File: config.mk
export PLATFORM = sky130hd
export DESIGN_NAME = dc1_write_sched
export DESIGN_NICKNAME = d
export VERILOG_FILES = /design/src/rtl/dc1_write_sched.sv
export SDC_FILE = /design/constraint.sdc
export NUM_CORES = 1
export LEC_CHECK = 0
export BUFFER_PORTS_ARGS = -buffer_cell sky130_fd_sc_hd__clkbuf_2
export CAP_MARGIN = 20
export CORE_AREA = 2 2 558 560
export CTS_CLUSTER_DIAMETER = 60
export DETAILED_ROUTE_END_ITERATION = 12
export DIE_AREA = 0 0 560 562
export GPL_TIMING_DRIVEN = 0
export SKIP_LAST_GASP = 1
export SLEW_MARGIN = 25
export SYNTH_ARGS = -nofsm -noshare
export SYNTH_HDL_FRONTEND = slang
export SYNTH_SLANG_ARGS = --single-unit
File: constraint.sdc
create_clock -name clk -period 21 [get_ports clk]
set_input_delay 4.2 -clock clk [delete_from_list [all_inputs] [get_ports clk]]
set_output_delay 4.2 -clock clk [all_outputs]
set_load 0.03 [all_outputs]
File: src/rtl/dc1_write_sched.sv
// Write-port scheduler for the D-cache line RAM and tag RAM: fill assembly plus store interleave.
// Latency: full-line write 1 cycle after the last fill beat; store write 1 cycle after acceptance.
// Backpressure: fill_ready drops in WRITE or on abort; st_ready drops whenever a store could collide with a fill.
module dc1_write_sched #(
  parameter int NPHYS  = 55,
  parameter int BEAT_W = 128
) (
  input  logic              clk,
  input  logic              reset,
  input  logic              fill_valid,
  output logic              fill_ready,
  input  logic [BEAT_W-1:0] fill_data,
  input  logic [5:0]        fill_index,
  input  logic [NPHYS-13:0] fill_tag,
  input  logic              fill_abort,
  output logic              fill_done,
  input  logic              st_valid,
  output logic              st_ready,
  input  logic [5:0]        st_index,
  input  logic [2:0]        st_word,
  input  logic [63:0]       st_data,
  input  logic [7:0]        st_mask,
  output logic              wen,
  output logic [5:0]        waddr0,
  output logic [511:0]      din0,
  output logic [63:0]       wenb,
  output logic [5:0]        waddr1,
  output logic [511:0]      din1,
  output logic              tag_wen,
  output logic [5:0]        tag_waddr,
  output logic [NPHYS-13:0] tag_din,
  output logic              busy
);

  localparam int NBEATS = 512 / BEAT_W;
  localparam int CW     = $clog2(NBEATS);
  localparam int TW     = NPHYS - 12;

  typedef enum logic [1:0] {IDLE, COLLECT, WRITE} state_t;

  state_t         state;
  state_t         state_nxt;
  logic [CW-1:0]  beat_cnt;
  logic [CW-1:0]  beat_slot;
  logic [511:0]   line;
  logic [5:0]     line_idx;
  logic [TW-1:0]  line_tag;
  logic           last_slot;
  logic           fill_acc;
  logic           st_acc;
  logic           st_v_r;
  logic [5:0]     st_index_r;
  logic [2:0]     st_word_r;
  logic [63:0]    st_data_r;
  logic [7:0]     st_mask_r;

  assign last_slot = (beat_cnt == CW'(NBEATS - 1));
  assign fill_acc  = fill_valid && fill_ready;
  // Beat 0 always lands in slot 0 regardless of the counter value in IDLE.
  assign beat_slot = (state == IDLE) ? '0 : beat_cnt;

  // Next-state and fill handshake; abort in COLLECT refuses the beat of the same cycle.
  always_comb begin
    state_nxt  = state;
    fill_ready = 1'b0;
    wen        = 1'b0;
    case (state)
      IDLE: begin
        fill_ready = 1'b1;
        if (fill_valid) state_nxt = COLLECT;
      end
      COLLECT: begin
        if (fill_abort) begin
          state_nxt = IDLE;
        end else begin
          fill_ready = 1'b1;
          if (fill_valid && last_slot) state_nxt = WRITE;
        end
      end
      WRITE: begin
        wen       = 1'b1;
        state_nxt = IDLE;
      end
      default: state_nxt = IDLE;
    endcase
  end

  // State register and beat counter.
  always_ff @(posedge clk or posedge reset) begin
    if (reset) begin
      state    <= IDLE;
      beat_cnt <= '0;
    end else begin
      state <= state_nxt;
      if (fill_acc)
        beat_cnt <= (state == IDLE) ? CW'(1) : beat_cnt + CW'(1);
      else if (state != COLLECT || fill_abort)
        beat_cnt <= '0;
    end
  end

  // Line assembly; index and tag are captured with beat 0 only.
  always_ff @(posedge clk) begin
    if (fill_acc) begin
      line[beat_slot*BEAT_W +: BEAT_W] <= fill_data;
      if (state == IDLE) begin
        line_idx <= fill_index;
        line_tag <= fill_tag;
      end
    end
  end

  assign fill_done = wen;
  assign tag_wen   = wen;
  assign din0      = line;
  assign waddr0    = line_idx;
  assign tag_waddr = line_idx;
  assign tag_din   = line_tag;
  assign busy      = (state != IDLE);

  // Store gating: keep stores off the cycle a line write may occupy and off the line being filled.
  always_comb begin
    st_ready = 1'b1;
    if (state == WRITE)                                    st_ready = 1'b0;
    if (state == COLLECT && last_slot)                     st_ready = 1'b0;
    if (state == COLLECT && st_index == line_idx)          st_ready = 1'b0;
    if (state == IDLE && fill_valid && st_index == fill_index) st_ready = 1'b0;
  end

  assign st_acc = st_valid && st_ready;

  // Store pipeline valid bit; cleared on reset so a pending store never reaches the RAM.
  always_ff @(posedge clk or posedge reset) begin
    if (reset) st_v_r <= 1'b0;
    else       st_v_r <= st_acc;
  end

  // Store pipeline payload.
  always_ff @(posedge clk) begin
    if (st_acc) begin
      st_index_r <= st_index;
      st_word_r  <= st_word;
      st_data_r  <= st_data;
      st_mask_r  <= st_mask;
    end
  end

  // Byte enables: the word's mask placed at its byte lane group, zero elsewhere.
  always_comb begin
    wenb = '0;
    if (st_v_r) wenb[{st_word_r, 3'b000} +: 8] = st_mask_r;
  end

  assign waddr1 = st_index_r;
  assign din1   = {8{st_data_r}};

endmodule

# Word-level counts from Yosys, hierarchy flattened
# Index checks and enable logic that the tools add are counted.
[word_totals]
reg_bits = 647
rom_bits = 0
latchBits = 0
n_memories = 0
wordCells = 56
ramBits = 0
input_bits = 263
[classes]
n_eq_ne = 8
n_mul = 0
addsub = 3
n_bitwise = 1
reduce_logical = 13
n_lt_le_gt_ge = 0
div = 0
shifts = 4
mux = 17
[op_table]
columns = ["cell", "count"]
rows = [
  ["512-bit bitwise mux", 1],
  ["128-bit by 34-bit variable shift with 512-bit output (first input constant)", 1],
  ["128-bit by 34-bit variable part select with 512-bit output", 1],
  ["64-bit bitwise AND", 1],
  ["64-bit 2-to-1 mux", 1],
  ["8-bit by 8-bit variable shift with 64-bit output (first input constant)", 1],
  ["8-bit by 8-bit variable part select with 64-bit output", 1],
  ["9-bit negator with 34-bit output", 1],
  ["2-bit 2-to-1 mux", 7],
  ["6-bit equality test", 2],
  ["6-bit negator with 8-bit output", 1],
  ["1-bit logical AND", 7],
  ["1-bit 2-to-1 mux", 6],
  ["2-bit equality test (second input constant)", 2],
  ["2-bit case mux with 2 select lines", 1],
  ["2-bit AND reduction", 2],
  ["2-bit nonzero test", 2],
  ["3-bit != test (second input constant)", 1],
  ["2-bit by 1-bit adder with 2-bit output (second input constant)", 1],
  ["2-bit by 1-bit equality test with 1-bit output (second input constant)", 1],
  ["2-bit zero test", 1],
  ["2-bit by 1-bit != test with 1-bit output (second input constant)", 1],
  ["2-bit != test (second input constant)", 1],
  ["1-bit case mux with 2 select lines", 1],
  ["1-bit logical OR", 1],
]

# Longest topological paths before layout
# Gate-level depths: netlist of the first run.
[logic_depth]
depth_word = 6
ltp_mapped = 9
ltp_nobuf = 6

# Least setup slack after synthesis of the first run
# OpenSTA, ideal clock, no wires.
[synth_timing]
path_type = "in2out"
start = "input port fill_valid"
end = "output port st_ready"
t_required_ns = 16.800
path_slack_ns = 8.141
arrival_time_ns = 8.659
cell_stages = 4
path_cell_list = "nor3b_1 nand4_1 nor4_1 nor2_1"
[synth_between]
elab_chain_cells = 3
[synth_lines]
columns = ["element", "line_no", "rtl"]
rows = [
  ["from (decl)", "10", "input logic fill_valid,"],
  ["1-bit logical AND (2 in a row)", "127", "if (state == IDLE && fill_valid && st_index == fill_index) st_ready = 1'b0;"],
  ["1-bit 2-to-1 mux", "127", ""],
  ["to (decl)", "18", "output logic st_ready,"],
]
# No other way between the ends.

# Worst setup path in the final report of the first run
# Same ends and word-level chain as after synthesis.

==> results_dict.tcl, run 1 <==
set metrics [dict create \
    ff_latch_area_sq_um 19400 \
    endpoint_kind "output pin" \
    cp.arrival_ns 5.70 \
    port_buffers 1417 \
    fp.dieH_microns 562 \
    syn_area_per_cell_sq_um 14.90 \
    fp.dieW_microns 560 \
    hold_viol 0 \
    rsz0062_at_grt "no" \
    power_density_nw_per_um2 85.51 \
    start_util_pct 8.809 \
    core-area_sq_um 308300 \
    syn_nets 2095 \
    drive_gt1_share_pct 61.63 \
    cp_max_fo 7 \
    max-slew-margin-rel_pct 27.42 \
    yosysSeqAreaShare_pct 71.44 \
    track_usage_pct 12.05 \
    ioPinCount 1418 \
    place.gp.congestion 0.9073 \
    period_minus_slack_ns 9.902 \
    ys_warn_count 0 \
    fin_skew_ns 0.04325 \
    synth_cell_types 33 \
    cts_resized 0 \
    drt-total-wl_mm 198.3 \
    cts_setup_buffers 0 \
    rows 204 \
    cp_common_cell "clkbuf_2" \
    syn_inst 1823 \
    dieArea_sq_um 314700 \
    worstSetupStartpointType "primary input" \
    area_delta_synth_final_pct 59.93 \
    worst_ep_required_time_ns 16.80 \
    tns_ns 0 \
    h-tree-depth 3 \
    crit_family "simple AND/OR/NAND/NOR gates" \
    grt_pass1_wl_mm 237.3 \
    post_drt_wl_per_cell_microns 26.04 \
    whs_ns 0.6055 \
    drv_cap 0 \
    grt_pass1_vias 19670 \
    gr-total-overflow 0 \
    cts_tree "done" \
    vias 21200 \
    cts_buffer_depth 4 \
    fmax_ghz 0.1010 \
    antenna_found_initial 126 \
    fillers 34710 \
    routed_via_density 2.783 \
    grt_start_max_net_pins 46 \
    cp_cell_sequence "clkbuf_2 > nor3b_2 > buf_4 > nand4_1 > nor4_1 > nor2_1 > clkbuf_2" \
    dpl.hpwl_mm 166.5 \
    worstMarginPinSlew_ns 1.086 \
    ir_drop_mv 0.06183 \
    status "completed" \
    first_pass_iters 5 \
    synthesis.area_sq_um 27160 \
    clk_latency_ns 0.78 \
    min_path_type "register to register" \
    numCtsBuffers 94 \
    rr_worst_depth 12 \
    setup_viol 0 \
    final_max_slew_viol_count 0 \
    drt_iter0_markers 1740 \
    critPathMaxStageDelay_ns 0.47 \
    cts_hold_buf 0 \
    cp_slowest_cell "nor3b_2" \
    cts_root_buffer "clkbuf_16" \
    ys_ff_latch 647 \
    critPathKind "primary input to output pin" \
    cp.depth 7 \
    ant_nets 0 \
    worstHoldPathCells 1 \
    cts_sinks 647 \
    finalNetCount 3657 \
    multi_input_area_sq_um 4016 \
    path_buf_inv 3 \
    clk_pin_slew_ns 0.06 \
    p_leak_nw 18.99 \
    drc_errors 0 \
    min_period_over_period_pct 47.15 \
]
metrics by stage:
step                      instance area [sq um]  total power [mW]  util (%)  cells  setup WS, ns
after global routing                      43370             3.838     14.07   7589         10.92
after detailed placement                  40370             2.225     13.09   7409         11.03
final                                     43440             3.715     14.09   7617         11.10
after CTS                                 43340             3.788     14.05   7576         11.06
after global placement                    39410             2.218     12.78   7360         1.354
after floorplan                           27160             1.885         -   1823         8.141
flip-flops by register name, indices dropped and copies added, names as in the netlist:
| register | count |
|---|---|
| din0 | 512 |
| st_data_r | 64 |
| tag_din | 43 |
| st_mask_r | 8 |
| tag_waddr | 6 |
| waddr1 | 6 |
| st_word_r | 3 |
| beat_cnt | 2 |
| state | 2 |
| st_v_r | 1 |
logic make-up after synthesis:
| family | count (synthesis) | synth area share, % |
|---|---|---|
| simple gates | 626 | 13.68 |
| xor+xnor | 12 | 0.3870 |
| flops | 647 | 71.44 |
| compound gates | 6 | 0.1244 |
| mux | 2 | 0.07371 |
| buf+inv | 521 | 13.88 |
| fa+ha+maj | 9 | 0.4146 |
area by class of cell:
| class | instances | share of cell area [%] |
|---|---|---|
| tap | 4120 | 11.87 |
| inverter | 6 | 0.05185 |
| antenna | 41 | 0.2362 |
| multi-input combinational | 655 | 9.246 |
| buffer | 515 | 8.705 |
| clock buffer | 107 | 5.528 |
| clock inverter | 60 | 1.311 |
| sequential | 647 | 44.67 |
| timing repair buffer | 1466 | 18.39 |
power breakdown:
group | leakage [nW] | total (mW) | internal, mW | switching [mW]
logic | 10.8 | 0.646 | 0.190 | 0.457
registers | 6.78 | 1.53 | 1.48 | 0.0536
clock network | 1.44 | 1.54 | 0.867 | 0.670
total | 19.0 | 3.71 | 2.53 | 1.18
cells in the mapped netlist:
master    instances  share of area [%]
buf_2             8               0.15
nor3_1            2              0.037
dfrtp_1           5               0.46
nor2b_1           3              0.069
inv_1             5              0.069
clkbuf_1         27               0.37
nor3b_1           3              0.083
nand2b_1          2              0.046
nand2_1          14               0.19
ha_1              9               0.41
a21oi_1           3              0.055
nand4b_1          1              0.032
nor2_1           74                1.0
buf_4           459                 13
and3_1            4              0.092
a32oi_1           1              0.032
and2_1          512                 12
mux2i_1           2              0.074
xnor2_1           9               0.29
nand3b_1          1              0.028
o21ai_0           2              0.037
edfxtp_1        642                 71
xor2_1            3              0.097
nand3_1           3              0.055
nor3b_2           1              0.046
inv_2             1              0.014
buf_6             9               0.37
or2_4             1              0.032
clkbuf_2         12               0.22
nand2_4           1              0.041
nand4_1           2              0.046
nor3_2            1              0.037
nor4_1            1              0.023
worst paths after layout:
check,startpoint,to,slack [ns]
min reg2reg,state[1],state[0],0.61
min in group asynchronous,reset,state[1],3.54
max reg2reg,tag_waddr[2],st_data_r[32],17.09
max in group asynchronous,reset,st_v_r,16.88
min,state[1],state[0],0.61
max,fill_valid,st_ready,11.10
per-layer routing:
layer | global-route usage (%) | vias to the layer above | share of wire, %
met2 | 20.55 | 1633 | 48
met1 | 12.67 | 10210 | 35
met3 | 5.069 | 347 | 11
li1 | - | 8946 | -
met4 | 6.124 | 62 | 5.1
met5 | 0 | - | 0.21
layout by cell type (no fill, tap or decap), drive strengths merged, types with 3 or more instances in the layout:
master	instances
clkbuf	1563
edfxtp	642
buf	525
and2	512
nor2	74
diode	41
clkinv	32
inv	26
nand2	15
xnor2	9
ha	9
clkinvlp	6
dfrtp	5
and3	4
nor3b	4
a21oi	3
nor2b	3
nand3	3
xor2	3
nor3	3
Note: power is estimated with default switching activity, not from simulation.
==> run 2: changes to the inputs <==
--- a/config.mk
+++ b/config.mk
@@ -5,12 +5,13 @@
 export SDC_FILE = /design/constraint.sdc
 export NUM_CORES = 1
 export LEC_CHECK = 0
+export ABC_AREA = 1
 export BUFFER_PORTS_ARGS = -buffer_cell sky130_fd_sc_hd__clkbuf_2
 export CAP_MARGIN = 20
-export CORE_AREA = 2 2 558 560
+export CORE_AREA = 2 2 554 556
 export CTS_CLUSTER_DIAMETER = 60
 export DETAILED_ROUTE_END_ITERATION = 12
-export DIE_AREA = 0 0 560 562
+export DIE_AREA = 0 0 556 558
 export GPL_TIMING_DRIVEN = 0
 export SKIP_LAST_GASP = 1
 export SLEW_MARGIN = 25
==> constraint.sdc (replaced) <==
create_clock -name clk -period 10.35 [get_ports clk]
set_input_delay 2.07 -clock clk [delete_from_list [all_inputs] [get_ports clk]]
set_output_delay 2.07 -clock clk [all_outputs]
set_load 0.03 [all_outputs]
==> run 2 against run 1 <==
Against the previous run: via count is 20% higher; global-route usage is 4.8 points higher; cell count is 4.7% higher; total power is 140% higher; first-iteration DRC count is 41% higher.
==> results_dict.tcl, run 2 <==
set metrics [dict create \
    period_minus_slack_ns 6.001 \
    p_leak_nw 18.59 \
    cp.arrival_ns 3.93 \
    cts_root_buffer "clkbuf_16" \
    cts_hold_buf 0 \
    syn_inst 2221 \
    worst_ep_required_time_ns 8.28 \
    worstSetupStartpointType "register" \
    synthArstFlopShare_pct 0.7728 \
    synth-simple-area-share_pct 15.85 \
    synth_xor_area_share_pct 0.09306 \
    setup_viol 0 \
    drt_iter0_markers 2460 \
    drive_gt1_share_pct 60.14 \
    synth_top_family_by_area "simple AND/OR/NAND/NOR gates" \
    cts_tree "done" \
    rrSetupSlack_ns 5.97 \
    yosys.area.top_type "edfxtp_1" \
    worstHoldStart "beat_cnt[1]" \
    port_buffers 1417 \
    status "completed" \
    ys.flop_type "edfxtp_1" \
    antenna_found_initial 164 \
    instances_no_fill 7972 \
    place_ws_ns 4.710 \
    cts_resized 0 \
    start_util_pct 9.272 \
    synth_area_leaders "edfxtp_1, buf_4, nor2_1" \
    largest_reg_flops 512 \
    synth_compound_area_share_pct 0.07976 \
    cts_buffer_depth 4 \
    area_delta_synth_final_pct 60.53 \
    synth_cell_types 23 \
    r2r-start "state[0]" \
    drt-total-wl_mm 273.1 \
    ys_warn_count 0 \
    synthAdderAreaFrac_pct 0.3988 \
    vias 25400 \
    ir_drop_mv 0.1486 \
    yosysSeqAreaShare_pct 68.72 \
    ff_latch_area_sq_um 19400 \
    h-tree-depth 3 \
    dp.cells 7691 \
    syn_area_per_cell_sq_um 12.71 \
    setup_ws_ns 4.349 \
    place.gp.congestion 0.9230 \
    cts_setup_buffers 0 \
    syn_nets 2493 \
    startpoint "st_word_r[1]" \
    dpl.hpwl_mm 231.9 \
    clk_latency_ns 0.86 \
    final_cell_mix "clkbuf_2, edfxtp_1, buf_4" \
    fmax_ghz 0.1666 \
    clk_pin_slew_ns 0.06 \
    grt_start_max_net_pins 25 \
    multi_input_area_sq_um 4688 \
    fin_skew_ns 0.1108 \
    gr-total-overflow 0 \
    rows 203 \
    synth_top_area_share_pct 68.28 \
    grt_pass1_wl_mm 317.0 \
    numCtsBuffers 99 \
    final_max_slew_viol_count 0 \
    ioPinCount 1418 \
    power_mw 8.951 \
    track_usage_pct 16.89 \
    ant_nets 0 \
    first_pass_iters 5 \
    routed_via_density 3.187 \
    finalNetCount 4067 \
    final_common_cell "clkbuf_2" \
    critPathKind "register to output pin" \
    synth-edff-count 642 \
    max-slew-margin-rel_pct 27.90 \
    endpoint_kind "output pin" \
    synth.most_common_cell "edfxtp_1" \
    grt_pass1_vias 22800 \
    rsz0062_at_grt "no" \
    dieArea_sq_um 310200 \
    ys_ff_latch 647 \
    synth_commonest_cells "edfxtp_1, buf_4, nor2_1" \
    fillers 34230 \
    min_period_over_period_pct 57.98 \
    core-area_sq_um 304500 \
    cp_max_fo 10 \
    min_path_type "register to register" \
    drv_cap 0 \
    fin_area_sq_um 45330 \
    hold_viol 0 \
    power_density_nw_per_um2 197.5 \
    synthMuxAreaShare_pct 0 \
    synthesis.area_sq_um 28240 \
    fp.dieH_microns 558 \
    worstMarginPinSlew_ns 1.081 \
    fp.dieW_microns 556 \
    placed_cell_area_sq_um 41790 \
    cts_sinks 647 \
    post_drt_wl_per_cell_microns 34.25 \
    drc_errors 0 \
]
run 2: changes by cell type after synthesis, moves of 8 or more:
cell / delta
xnor2_1: -9
and2_1: -512
nand2_1: +313
buf_2: +58
buf_6: -8
clkbuf_2: -12
nor3_2: +119
inv_1: +39
nor3_1: +143
nor2_1: +259
buf_4: +11
run 2: per-stage QoR:
stage / TNS [ns] / util, % / hold slack (ns)
after floorplan: 0 / - / 0.5393
after global placement: -2198.28 / 13.24 / 0.5601
after detailed placement: 0 / 13.72 / 0.5748
after CTS: 0 / 14.80 / 0.5802
after global routing: 0 / 14.82 / 0.6168
final: 0 / 14.88 / 0.5879
run 2: final timing paths:
path / to / depth (start not counted)
max: wenb[18] / 8
min: beat_cnt[1] / 2
max reg2reg: din0[358] / 13
min reg2reg: beat_cnt[1] / 2
max in group asynchronous: beat_cnt[1] / 2
min in group asynchronous: st_v_r / 2
run 2: cell families after synthesis:
family                     Yosys count
AOI/OAI and AO/OA                    4
xor gates and xnor gates             3
adders and majority gates            9
buffers and inverters              624
DFF                                647
and+or+nand+nor                    934
run 2: layer usage:
layer  track usage (%)  share of wire, %  vias up
met3             8.670                13      558
met4             9.879               6.9       76
met1             16.72                33    12130
met2             28.27                47     2202
met5                 0              0.28        -
li1                  -                 -    10440
run 2: critical path, cell delays in order (launching register included):
cell	delay (ns)
edfxtp_1	0.55
inv_1	0.09
ha_1	0.28
buf_2	0.20
inv_1	0.10
nor3_2	0.38
nand2_1	0.20
nor2_1	0.81
clkbuf_2	0.51
run 2: power by group:
part | switching, mW | internal (mW)
clock network | 1.46 | 2.00
registers | 0.122 | 3.05
logic | 1.79 | 0.525
total | 3.38 | 5.58
run 2: layout make-up:
class                   count  share of cell area (%)
multi-input cells         950                   10.34
diodes                    101                  0.5576
flip-flops and latches    647                   42.81
well taps                3997                   11.03
clock inverters            64                   1.593
clock buffers             116                   5.653
plain buffers             575                   8.977
inverters                  49                  0.4058
repair buffers           1473                   18.63
